$ cat config.mk
export PLATFORM = sky130hd
export DESIGN_NAME = rtmq_tmr_reg
export DESIGN_NICKNAME = d
export VERILOG_FILES = /design/src/rtl/rtmq_tmr_reg.sv
export SDC_FILE = /design/constraint.sdc
export NUM_CORES = 1
export LEC_CHECK = 0
export CAP_MARGIN = 0
export CORE_UTILIZATION = 63
export DETAILED_ROUTE_END_ITERATION = 16
export DONT_BUFFER_PORTS = 1
export PLACE_DENSITY_LB_ADDON = 0.08
export SYNTH_ARGS = -nofsm -noshare
export SYNTH_HDL_FRONTEND = slang
export SYNTH_SLANG_ARGS = --single-unit
$ cat constraint.sdc
create_clock -name clk -period 3 [get_ports clk]
set_input_delay 0.45 -clock clk [delete_from_list [all_inputs] [get_ports clk]]
set_output_delay 0.45 -clock clk [all_outputs]
set_load 0.05 [all_outputs]
$ cat src/rtl/rtmq_tmr_reg.sv
// Countdown-timer register fed by the RTMQ access-flag decoder: aligned bus fields,
// masked/segmented writes, ticked countdown, one-cycle expiry pulse and read-cleared sticky flag.
module rtmq_tmr_reg #(
    parameter int W_REG = 32
) (
    input  logic             clk,
    input  logic             rst_n,
    input  logic [W_REG-1:0] alu_res,
    input  logic [W_REG-1:0] alu_msk,
    input  logic [W_REG-1:0] imm_res,
    input  logic             f_read,
    input  logic             f_wrt_alu,
    input  logic             f_wrt_ihi,
    input  logic             f_wrt_ilo,
    input  logic             tick,
    output logic [W_REG-1:0] reg_out,
    output logic             busy,
    output logic             expire,
    output logic             expired
);

    localparam int HALF = W_REG / 2;

    typedef enum logic [1:0] {
        IDLE = 2'd0,
        RUN  = 2'd1,
        DONE = 2'd2
    } state_t;

    logic [W_REG-1:0] d_res_r;
    logic [W_REG-1:0] d_msk_r;
    logic [W_REG-1:0] d_imm_r;
    logic [W_REG-1:0] cnt_r;
    logic [W_REG-1:0] cnt_nxt_s;
    logic [W_REG-1:0] wval_s;
    state_t           state_r;
    state_t           state_nxt_s;
    logic             wr_any_s;
    logic             expire_r;
    logic             expire_nxt_s;
    logic             expired_r;
    logic             expired_nxt_s;
    logic             busy_r;

    // Bus fields arrive one cycle ahead of the decoder flags; delay them to line up.
    always_ff @(posedge clk or negedge rst_n) begin
        if (!rst_n) begin
            d_res_r <= {W_REG{1'b0}};
            d_msk_r <= {W_REG{1'b0}};
            d_imm_r <= {W_REG{1'b0}};
        end else begin
            d_res_r <= alu_res;
            d_msk_r <= alu_msk;
            d_imm_r <= imm_res;
        end
    end

    assign wr_any_s = f_wrt_alu | f_wrt_ihi | f_wrt_ilo;

    // Write value: the ALU channel overrides the immediate half-word channels.
    always_comb begin
        wval_s = cnt_r;
        if (f_wrt_alu) begin
            wval_s = (cnt_r & ~d_msk_r) | (d_res_r & d_msk_r);
        end else begin
            if (f_wrt_ihi) begin
                wval_s[W_REG-1:HALF] = d_imm_r[W_REG-1:HALF];
            end else begin
                wval_s[W_REG-1:HALF] = cnt_r[W_REG-1:HALF];
            end
            if (f_wrt_ilo) begin
                wval_s[HALF-1:0] = d_imm_r[HALF-1:0];
            end else begin
                wval_s[HALF-1:0] = cnt_r[HALF-1:0];
            end
        end
    end

    // Next-state, next-count and expiry decision; a write overrides counting in every state.
    always_comb begin
        state_nxt_s  = state_r;
        cnt_nxt_s    = cnt_r;
        expire_nxt_s = 1'b0;
        if (wr_any_s) begin
            cnt_nxt_s   = wval_s;
            state_nxt_s = (wval_s != {W_REG{1'b0}}) ? RUN : IDLE;
        end else begin
            case (state_r)
                RUN: begin
                    if (tick) begin
                        if (cnt_r > W_REG'(1)) begin
                            cnt_nxt_s = cnt_r - W_REG'(1);
                        end else begin
                            cnt_nxt_s    = {W_REG{1'b0}};
                            expire_nxt_s = 1'b1;
                            state_nxt_s  = DONE;
                        end
                    end else begin
                        cnt_nxt_s = cnt_r;
                    end
                end
                IDLE:    state_nxt_s = IDLE;
                DONE:    state_nxt_s = DONE;
                default: begin
                    state_nxt_s = IDLE;
                    cnt_nxt_s   = {W_REG{1'b0}};
                end
            endcase
        end
    end

    // Sticky flag: a same-edge expiry beats the read clear.
    always_comb begin
        if (expire_nxt_s) begin
            expired_nxt_s = 1'b1;
        end else if (f_read) begin
            expired_nxt_s = 1'b0;
        end else begin
            expired_nxt_s = expired_r;
        end
    end

    // State, counter and registered status outputs.
    always_ff @(posedge clk or negedge rst_n) begin
        if (!rst_n) begin
            state_r   <= IDLE;
            cnt_r     <= {W_REG{1'b0}};
            expire_r  <= 1'b0;
            expired_r <= 1'b0;
            busy_r    <= 1'b0;
        end else begin
            state_r   <= state_nxt_s;
            cnt_r     <= cnt_nxt_s;
            expire_r  <= expire_nxt_s;
            expired_r <= expired_nxt_s;
            busy_r    <= (state_nxt_s == RUN);
        end
    end

    assign reg_out = cnt_r;
    assign busy    = busy_r;
    assign expire  = expire_r;
    assign expired = expired_r;

endmodule

# Word level (Yosys, flattened, before mapping)

Index checks and enable logic that the tools add are counted.

Add/sub/neg operators: 1
$lt $le $gt $ge: 1
Mux-type cells: 18
Reduce and logical (&&, ||, !) cells: 5
Eq/ne operators: 5
Bitwise gates (word level): 6

Operators with widths:

| operator                                                               | number |
|---|---|
| 32-bit two-way mux                                                     | 4 |
| 32-bit bitwise AND                                                     | 2 |
| 32-bit one-hot mux with 2 select lines                                 | 1 |
| 32-bit by 1-bit > comparator with 1-bit output (second input constant) | 1 |
| 16-bit two-way mux                                                     | 2 |
| 32-bit inverter                                                        | 1 |
| 32-bit bitwise OR                                                      | 1 |
| 32-bit nonzero test                                                    | 1 |
| 32-bit by 1-bit subtractor with 32-bit output (second input constant)  | 1 |
| 1-bit two-way mux                                                      | 7 |
| 2-bit two-way mux                                                      | 3 |
| 2-bit by 1-bit equality test with 1-bit output (second input constant) | 2 |
| 2-bit one-hot mux with 2 select lines                                  | 1 |
| 3-bit != test (second input constant)                                  | 1 |
| 2-bit equality test (second input constant)                            | 1 |
| 2-bit zero test                                                        | 1 |
| 2-bit by 1-bit != test with 1-bit output (second input constant)       | 1 |
| 1-bit bitwise OR                                                       | 2 |
| 2-bit AND reduction                                                    | 1 |
| 2-bit nonzero test                                                     | 1 |
| 2-bit OR reduction                                                     | 1 |

Bits in registers: 133
Bits of input ports: 103

# Depth between registers and ports, before layout

Gate-level depths: netlist of run 1.

Word-level depth: 8
Mapped depth: 9

# Least setup slack after synthesis of run 1

No wires, ideal clock.

Kind: flip-flop to flip-flop
Start: register cnt_r[8] (netlist: reg_out[8])
End: register cnt_r[27] (netlist: reg_out[27])
Required time: 2.874 ns
Cell stages (with the launch flop): 9
Library setup time: 0.126 ns
Setup slack: 0.444 ns
Clock period less this slack: 2.556 ns
Arrival: 2.430 ns
Cells stage by stage: dfrtp_1 or3_4 or4_4 nor4_4 or2_1 buf_4 buf_6 a21oi_1 a221o_1

Longest elaborated chain between the ends: 5
Elaborated cells on any way between the ends: 6

RTL lines:

| element                                                                                                         | RTL line | text |
|---|---|---|
| start: declaration                                                                                              | 33       | `logic [W_REG-1:0] cnt_r;` |
| start signal: assignment                                                                                        | 127      | `cnt_r <= {W_REG{1'b0}};` |
| start signal: assignment                                                                                        | 133      | `cnt_r <= cnt_nxt_s;` |
| 32-bit by 1-bit subtractor with 32-bit output or 32-bit by 1-bit > comparator with 1-bit output (tied branches) | 92, 91   |  |
| 32-bit two-way mux *                                                                                            | 91       | `if (cnt_r > W_REG'(1)) begin` |
| 32-bit two-way mux *                                                                                            | 90       | `if (tick) begin` |
| 32-bit one-hot mux with 2 select lines *                                                                        | 88       | `case (state_r)` |
| 32-bit two-way mux *                                                                                            | 84       | `if (wr_any_s) begin` |

Every way passes the cells marked *; elsewhere a longest branch is shown, timed or not. The select of a mux whose other input is x is not followed.
A chain may end at the register's enable or synchronous reset.

# Worst setup path after layout of run 1

Start: register cnt_r[16] (netlist: reg_out[16])
End: register cnt_r[27] (netlist: reg_out[27])

The elaborated chain is that of the path after synthesis.

==> reports/metrics.csv, run 1 <==
stage;metric;value;unit
outcome;outcome;finished, violations left;
outcome;violated checks;hold timing;
synth;Synth Flop Type;dfrtp_1;
sta;period utilisation layout;87.5;%
synth;YS warnings;0;
sta;max-slew violations;0;
detailed_routing;Via Count;4817;
sta;Hold Vio Cnt, Final;133;
critical_path;critical path arrival;3020;ps
detailed_routing;DRT Wirelength;18200;µm
critical_path;cells on worst reg2reg path;7;
grt;vias in the first global route;5050;
sta;RSZ-0062 raised after global routing;no;
layout;share of layout cells above drive strength 1;13.5;%
detailed_routing;vias per cell;6.75;
sta;FMAX;381;MHz
sta;Worst Hold Margin;-377;ps
clock_tree;Clock Latency Late Sink;520;ps
placement;PortBufs;0;
synth;FF+latch count, synth;133;
synth;Synth cell types;52;
grt;largest net degree at the start of global routing;134;
synth;Synth area leader;dfrtp_1;
sta;Final Setup Violations;0;
grt;overall routing resource usage;42.3;%
synth;Synth top area share;59.7;%
clock_tree;cts bufs inserted;17;
floorplan;die area;0.00923;mm²
worst_hold_path;worst min path class;in2async;
synth;largest cells by area after synthesis;dfrtp_1, mux2i_1, a221oi_1;
sta;minimum clock period;2620;ps
placement;RePlAce Congestion;0.937;
detailed_routing;1st-iter DRT viols;634;
detailed_routing;WL/cell;25.4;µm
sta;Worst-Margin Slew;1440;ps
synth;Post-Syn Instances;467;
synth;fraction of registers with async set/reset;100;%
synth;Post-Syn Area;0.00557;mm²
floorplan;Core Footprint;0.00838;mm²
clock_tree;clock sinks;133;
critical_path;Critical Path Source;reg_out[16];
layout;final net count;705;
layout;# diodes;0;
clock_tree;Worst-path clk slew;70;ps
clock_tree;CTS tree;yes;
clock_tree;Post-CTS Resized;0;
floorplan;Die W;96.1;µm
detailed_routing;Residual DRC;0;
critical_path;R2R Setup Slk;380;ps
detailed_routing;Pre-antenna DRT Iters;6;
critical_path;Crit Path Max Fanout;10;
floorplan;Die Span Y;96.1;µm
placement;dpl hpwl;9750;µm
critical_path;CP Launch Type;register;
clock_tree;clock root cell;clkbuf_8;
clock_tree;Longest Clk Path Bufs;2;
synth;syn nets;575;
critical_path;Req. time, crit path;3400;ps
layout;Area Growth Syn to Fin;35.0;%
detailed_routing;Routed Antenna Nets;0;
floorplan;Top Ports;138;
flow_run;Max Cap Violations;0;
critical_path;Crit Reg-Reg Endpoint;reg_out[27];
clock_tree;Setup Buffers After CTS;0;
critical_path;Setup crit end;reg_out[27];
clock_tree;htree depth;4;
critical_path;critical path class;reg2reg;
floorplan;initial core utilization;66.5;%
critical_path;Setup crit end kind;register;
synth;sequential fraction of the synthesis area;59.7;%
critical_path;reg2reg start;reg_out[16];
synth;Post-synth EDFFs;0;
pwr;Leak;3.30;nW
grt;first-pass GRT wire length;27700;µm
sta;Relative slew margins;4.08;%
layout;FILL cells;331;
sta;setup tns final;0;ps
pwr;total power;5.36;mW
clock_tree;number of hold buffers added after CTS;96;
pwr;maximum VDD drop;0.000598;V
sta;clock skew;9.30;ps
pwr;pwr/cell area;712;mW/mm²
layout;most frequent cells in the layout;dfrtp_1, dlygate4sd3_1, buf_4, mux2i_1;
layout;commonest non-fill, non-tap cell in the layout;dfrtp_1;
grt;initial antenna violation count;0;
floorplan;Rows;33;
grt;total grt overflow;0;
synth;Post-Syn Area per Cell;11.9;µm²
[registers in the layout, summed over array words and instances (netlist names)]
signal / count
busy: 1
d_imm_r: 32
d_msk_r: 32
d_res_r: 32
expire: 1
expired: 1
reg_out: 32
state_r: 2
[area by class of cell]
class,instances,area (µm²),area share (%)
clock buffers,17,414,5.50
clock inverters,14,238,3.16
inverters,6,22.5,0.299
multi-input cells,303,2120,28.1
flip-flops and latches,133,3330,44.2
well taps,105,131,1.75
repair buffers,136,1270,16.9
[through the flow]
step / hold slack [ps] / std cells / setup WS [ps] / util (%) / area (µm²)
global route: -393 / 714 / 302 / 89.8 / 7520
global placement: 157 / 587 / 492 / 70.5 / 5910
floorplan: 154 / 467 / 444 / - / 5570
finish: -377 / 714 / 376 / 89.8 / 7520
CTS: -387 / 714 / 439 / 89.8 / 7520
detailed placement: 157 / 587 / 464 / 70.5 / 5910
[where the power goes]
part	leakage (nW)	total [mW]	switching, mW	internal (mW)
Clock	0.317	2.33	0.865	1.46
Sequential	1.57	2.02	0.0945	1.93
Combinational	1.41	1.01	0.646	0.363
[logic make-up after synthesis]
kind of cell | count (synthesis) | synth area share [%]
DFF | 133 | 59.7
AOI/OAI and AO/OA | 92 | 11.7
and+or+nand+nor | 150 | 15.4
xor gates and xnor gates | 20 | 3.14
adders and majority gates | 5 | 1.12
muxes | 36 | 6.51
buffers and inverters | 31 | 2.40
[critical path, cell delays in order, from the launching register on]
cell and delay [ps]:
dfrtp_1 400, or4_1 670, nand4bb_1 300, nor4_4 180, or2_1 390, buf_4 250
a21oi_1 50, a221o_1 260
[how the worst min path moves through the flow]
stage                      from     endpoint  slack, ps  cells after the start
after floorplan           rst_n         busy        150                      0
after global placement    rst_n  d_msk_r[21]        160                      0
after detailed placement  rst_n  d_msk_r[21]        160                      0
after CTS                 rst_n  d_msk_r[21]       -390                      0
after global routing      rst_n  d_msk_r[23]       -390                      0
final                     rst_n  d_res_r[21]       -380                      0
[synth_stat cells, drive strengths merged, types with 2 or more instances]
cell / instances
a221oi: 22
nand4: 7
a221o: 2
nand3: 8
nand4b: 2
nor2: 22
a211oi: 6
dfrtp: 133
a32oi: 2
and3: 23
or3: 11
buf: 11
o21ai: 15
inv: 6
nand2: 23
mux2: 2
nor4: 16
clkbuf: 14
xor2: 4
a21o: 3
mux2i: 34
nand2b: 3
a21oi: 13
or4: 6
or2: 2
nor3: 13
o31ai: 4
o211ai: 2
xnor2: 16
ha: 5
nor2b: 10
o221ai: 3
o22ai: 14
o32a: 2
[layer usage]
metal,global-route usage [%],share of wire (%),routed length (µm)
met5,0,0,0
met4,16.8,3.7,664
met3,12.3,11,1980
met2,69.9,49,8860
met1,52.4,37,6660
(Power assumes the default switching activity.)
==> run 2, diff against run 1 <==
--- a/config.mk
+++ b/config.mk
@@ -5,11 +5,14 @@
 export SDC_FILE = /design/constraint.sdc
 export NUM_CORES = 1
 export LEC_CHECK = 0
+export ABC_CLOCK_PERIOD_IN_PS = 3000
 export CAP_MARGIN = 0
+export CORE_MARGIN = 1
 export CORE_UTILIZATION = 63
 export DETAILED_ROUTE_END_ITERATION = 16
 export DONT_BUFFER_PORTS = 1
 export PLACE_DENSITY_LB_ADDON = 0.08
+export REMOVE_ABC_BUFFERS = 1
 export SYNTH_ARGS = -nofsm -noshare
 export SYNTH_HDL_FRONTEND = slang
 export SYNTH_SLANG_ARGS = --single-unit
==> reports/metrics.csv, run 2 (synthesized netlist as in run 1, its figures left out) <==
stage;metric;value;unit;change
sta;Worst Hold Margin;-383;ps;-6.66 ps
critical_path;Setup crit end kind;register;;
clock_tree;clock root cell;clkbuf_8;;
layout;Area Growth Syn to Fin;33.9;%;
detailed_routing;DRT Wirelength;18600;µm;+2.6%
clock_tree;Worst-path clk slew;60;ps;about the same
layout;commonest non-fill, non-tap cell in the layout;dfrtp_1;;
detailed_routing;WL/cell;26.1;µm;+2.6%
layout;share of layout cells above drive strength 1;13.5;%;unchanged
critical_path;Crit Path Max Fanout;10;;unchanged
layout;# diodes;0;;unchanged
placement;PortBufs;0;;unchanged
grt;total grt overflow;0;;unchanged
critical_path;critical path arrival;3130;ps;+110 ps
sta;Worst-Margin Slew;1380;ps;-51.3 ps
worst_hold_path;worst min path class;in2async;;
sta;Final Setup Violations;0;;unchanged
pwr;part of the power in registers;39.1;%;+1.4 points
pwr;Pint;3.58;mW;-4.6%
pwr;pwr/cell area;697;mW/mm²;-2.1%
critical_path;Critical Path Source;reg_out[10];;
sta;max-slew violations;0;;unchanged
detailed_routing;vias per cell;6.95;;+3.0%
layout;design area;0.00747;mm²;-0.78%
layout;final net count;705;;unchanged
detailed_routing;Pre-antenna DRT Iters;5;;-1
pwr;total power;5.20;mW;-2.9%
sta;FMAX;368;MHz;-3.3%
pwr;Net Sw Power;1.62;mW;+1.1%
clock_tree;CTS tree;yes;;
detailed_routing;Residual DRC;0;;unchanged
floorplan;initial core utilization;66.5;%;unchanged
outcome;violated checks;hold timing;;
clock_tree;Longest Clk Path Bufs;2;;unchanged
pwr;Net Sw Frac;31.2;%;+1.2 points
clock_tree;Setup Buffers After CTS;0;;unchanged
critical_path;Setup crit end;reg_out[15];;
critical_path;Req. time, crit path;3420;ps;+20 ps
clock_tree;Clock Latency Late Sink;530;ps;about the same
sta;Hold Vio Cnt, Final;133;;unchanged
critical_path;critical path class;reg2reg;;
floorplan;Core Footprint;0.00838;mm²;unchanged
grt;initial antenna violation count;1;;+1
clock_tree;Post-CTS Resized;0;;unchanged
grt;first-pass GRT wire length;28500;µm;+2.6%
sta;period utilisation layout;90.5;%;+3.0 points
layout;Util after Layout;89.1;%;-0.70 points
critical_path;max incr delay on CP;530;ps;-140 ps
clock_tree;clock sinks;133;;unchanged
placement;RePlAce Congestion;0.893;;-4.7%
detailed_routing;Routed Antenna Nets;0;;unchanged
clock_tree;htree depth;4;;unchanged
pwr;Comb pwr share;19.2;%;+0.4 points
floorplan;Rows;33;;unchanged
critical_path;reg2reg start;reg_out[10];;
critical_path;R2R Setup Slk;290;ps;-90 ps
critical_path;cells on worst reg2reg path;7;;unchanged
placement;DP Worst Slack;424;ps;-39.4 ps
clock_tree;cts bufs inserted;17;;unchanged
grt;vias in the first global route;5194;;+2.9%
floorplan;Die W;96.1;µm;unchanged
pwr;Leak;3.27;nW;-1.0%
detailed_routing;1st-iter DRT viols;526;;-17%
floorplan;Top Ports;138;;unchanged
critical_path;crit path max-delay cell type;or4_4;;
sta;Relative slew margins;7.50;%;+3.4 points
floorplan;Die Span Y;96.1;µm;unchanged
pwr;maximum VDD drop;0.000543;V;-9.2%
detailed_routing;Via Count;4960;;+3.0%
critical_path;Crit Reg-Reg Endpoint;reg_out[15];;
floorplan;die area;0.00923;mm²;unchanged
critical_path;CP Launch Type;register;;
layout;most frequent cells in the layout;dfrtp_1, dlygate4sd3_1, buf_4, mux2i_1;;
clock_tree;number of hold buffers added after CTS;96;;unchanged
sta;RSZ-0062 raised after global routing;no;;
placement;dpl hpwl;9550;µm;-2.1%
grt;largest net degree at the start of global routing;134;;unchanged
sta;clock skew;11.5;ps;+2.17 ps
critical_path;crit-path cells;or3_4 > or4_4 > nor4_4 > or2_1 > buf_4 > o21ai_0 > a21o_1;;
sta;final setup margin;286;ps;-89.9 ps
outcome;outcome;finished, violations left;;
placement;Placed Area;0.00590;mm²;-0.21%
sta;minimum clock period;2710;ps;+89.9 ps
flow_run;Max Cap Violations;0;;unchanged
grt;overall routing resource usage;43.6;%;+1.3 points
pwr;clock network power share;41.7;%;-1.8 points
run 2: cell types whose count changed in the layout (fill, tap and decap cells not counted), sizes merged:
cell / before / now
clkinvlp: 1 / 2
clkinv: 0 / 1
bufinv: 5 / 3
run 2: area by class of cell:
type / count / area (µm²)
Clock buffer: 17 / 414
Multi-Input combinational cell: 303 / 2120
Fill cell: 326 / 916
Clock inverter: 14 / 191
Tap cell: 105 / 131
Inverter: 6 / 22.5
Timing Repair Buffer: 136 / 1260
Sequential cell: 133 / 3330
run 2: routing by layer:
metal / track usage (%) / vias to the layer above / share of wire [%]
met2: 72.3 / 421 / 49
met1: 50.2 / 2414 / 35
li1: - / 2004 / -
met3: 14.3 / 119 / 11
met4: 23.0 / 2 / 5.2
met5: 0 / - / 0.048
run 2: worst min path at each step:
stage / slack (ps) / startpoint / cells past startpoint / endpoint
5_1_grt: -400 / rst_n / 0 / d_msk_r[23]
3_5_place_dp: 160 / rst_n / 0 / d_msk_r[23]
6_report: -380 / rst_n / 0 / d_msk_r[23]
3_3_place_gp: 160 / rst_n / 0 / d_msk_r[23]
4_1_cts: -390 / rst_n / 0 / d_msk_r[23]
2_1_floorplan: 150 / rst_n / 0 / busy
run 2: stage by stage:
step	instances	hold slack, ps	TNS [ps]
2_1_floorplan	442	154	-6950
3_3_place_gp	587	157	0
3_5_place_dp	587	157	0
4_1_cts	714	-392	0
5_1_grt	714	-398	0
6_report	714	-383	0
run 2: power groups by stage:
stage | Clock, mW | Sequential (mW) | Combinational (mW)
final | 2.17 | 2.04 | 1.00
after global placement | 0 | 2.04 | 0.819
after detailed placement | 0 | 2.05 | 0.827
after floorplan | 0 | 2.30 | 0.314
after global routing | 2.26 | 2.04 | 1.04
after CTS | 2.15 | 2.02 | 0.938
run 2: critical path, delay by kind of cell (launching register included):
kind                   cells  cell delay [ps]
AND/OR/NAND/NOR            4             1630
flip-flops                 1              400
AO/OA/AOI/OAI              2              310
buffers and inverters      1              250
==> run 3, diff against run 2 <==
--- a/config.mk
+++ b/config.mk
@@ -9,10 +9,12 @@
 export CAP_MARGIN = 0
 export CORE_MARGIN = 1
 export CORE_UTILIZATION = 63
+export CTS_BUF_LIST = sky130_fd_sc_hd__clkbuf_16
 export DETAILED_ROUTE_END_ITERATION = 16
 export DONT_BUFFER_PORTS = 1
 export PLACE_DENSITY_LB_ADDON = 0.08
 export REMOVE_ABC_BUFFERS = 1
+export SKIP_CTS_REPAIR_TIMING = 1
 export SYNTH_ARGS = -nofsm -noshare
 export SYNTH_HDL_FRONTEND = slang
 export SYNTH_SLANG_ARGS = --single-unit
==> reports/metrics.csv, run 3 (synthesized netlist as in run 1, its figures left out) <==
stage;metric;value;unit;change
detailed_routing;vias per cell;6.69;;-3.7%
grt;first-pass GRT wire length;21300;µm;-25%
critical_path;critical path arrival;2910;ps;-220 ps
outcome;violated checks;hold timing;;
floorplan;Die Span Y;96.1;µm;unchanged
layout;Area Growth Syn to Fin;16.9;%;
layout;Util after Layout;77.7;%;-11 points
sta;Worst Hold Margin;-277;ps;+107 ps
grt;GR Layer Usage met2;56.4;%;-16 points
pwr;pwr/cell area;772;mW/mm²;+11%
floorplan;Core Footprint;0.00838;mm²;unchanged
clock_tree;clock root cell;clkbuf_16;;
clock_tree;cts bufs inserted;17;;unchanged
detailed_routing;WL/cell;22.7;µm;-13%
critical_path;Crit Path Max Fanout;10;;unchanged
pwr;maximum VDD drop;0.000555;V;+2.1%
clock_tree;Longest Clk Path Bufs;2;;unchanged
grt;largest net degree at the start of global routing;134;;unchanged
sta;final setup margin;387;ps;+101 ps
sta;Worst-Margin Slew;1160;ps;-224 ps
floorplan;Die W;96.1;µm;unchanged
grt;overall routing resource usage;32.6;%;-11 points
placement;placed insts;587;;unchanged
detailed_routing;Residual DRC;0;;unchanged
sta;FMAX;383;MHz;+3.9%
critical_path;critical path class;reg2reg;;
flow_run;Max Cap Violations;0;;unchanged
floorplan;die area;0.00923;mm²;unchanged
floorplan;Top Ports;138;;unchanged
sta;RSZ-0062 raised after global routing;no;;
floorplan;initial core utilization;66.5;%;unchanged
clock_tree;Worst-path clk slew;60;ps;about the same
placement;DP Worst Slack;424;ps;unchanged
sta;Final Setup Violations;0;;unchanged
sta;period utilisation layout;87.1;%;-3.4 points
sta;minimum clock period;2610;ps;-101 ps
sta;Relative slew margins;22.5;%;+15 points
layout;# diodes;0;;unchanged
grt;total grt overflow;0;;unchanged
placement;PortBufs;0;;unchanged
grt;met1 Use GR;39.1;%;-11 points
pwr;total power;5.03;mW;-3.3%
pwr;Leak;2.87;nW;-12%
critical_path;reg2reg start;reg_out[10];;
critical_path;Req. time, crit path;3290;ps;-130 ps
detailed_routing;DRT Wirelength;14000;µm;-25%
clock_tree;htree depth;4;;unchanged
clock_tree;Clock Latency Late Sink;420;ps;-110 ps
sta;Hold Vio Cnt, Final;133;;unchanged
placement;RePlAce Congestion;0.893;;unchanged
sta;max-slew violations;0;;unchanged
grt;met3 Use GR;9.24;%;-5.1 points
detailed_routing;Via Count;4135;;-17%
layout;most frequent cells in the layout;dfrtp_1, buf_4, mux2i_1, nand2_1, and3_1;;
sta;clock skew;17.7;ps;+6.22 ps
grt;initial antenna violation count;0;;-1
outcome;outcome;finished, violations left;;
critical_path;CP Launch Type;register;;
grt;GRT busiest layer;met2;;
clock_tree;clock sinks;133;;unchanged
worst_hold_path;worst min path class;in2async;;
critical_path;Critical Path Source;reg_out[10];;
detailed_routing;Pre-antenna DRT Iters;5;;unchanged
placement;dpl hpwl;9550;µm;unchanged
floorplan;Rows;33;;unchanged
clock_tree;CTS tree;yes;;
grt;vias in the first global route;4134;;-20%
layout;commonest non-fill, non-tap cell in the layout;dfrtp_1;;
layout;fin cells;618;;-13%
layout;share of layout cells above drive strength 1;16.0;%;+2.5 points
layout;final net count;609;;-14%
detailed_routing;1st-iter DRT viols;277;;-47%
critical_path;Setup crit end kind;register;;
detailed_routing;Routed Antenna Nets;0;;unchanged
==> run 3: worst paths after layout <==
kind	end	slack (ps)	depth (start not counted)
max	reg_out[2]	390	7
min	d_msk_r[23]	-280	0
max reg2reg	reg_out[2]	390	7
min reg2reg	reg_out[1]	590	2
max in group asynchronous	d_imm_r[21]	3030	0
min in group clk	d_msk_r[4]	50	0
==> run 3: worst max-delay path, stage by stage, from the launching register on <==
cell	delay [ps]
dfrtp_1	380
or3_4	420
or4_4	520
nor4_4	230
or2_1	420
buf_4	240
nor2_1	50
a211o_1	230
==> run 3: area by class of cell <==
class	instances	area [µm²]
timing repair buffer	40	300
clock inverter	14	191
clock buffer	17	425
inverter	6	22.5
multi-input combinational	303	2120
tap	105	131
sequential	133	3330
fill	515	1870
==> run 3: metrics by stage <==
stage / hold WS, ps / setup TNS, ps / cell area [µm²]
finish: -277 / 0 / 6520
global route: -291 / 0 / 6520
CTS: -279 / 0 / 6520
detailed placement: 157 / 0 / 5900
global placement: 157 / 0 / 5900
floorplan: 154 / -6950 / 5460
==> run 3: routing by layer <==
layer / routed length, µm / share of wire [%]
met5: 0 / 0
met4: 216 / 1.5
met3: 1020 / 7.3
met2: 7460 / 53
met1: 5310 / 38
==> run 3: report_power, final <==
| group | switching, mW | internal, mW | leakage (nW) |
|---|---|---|---|
| registers | 0.0921 | 1.93 | 1.57 |
| logic | 0.572 | 0.275 | 1.00 |
| clock network | 0.834 | 1.33 | 0.297 |
| total | 1.50 | 3.53 | 2.87 |
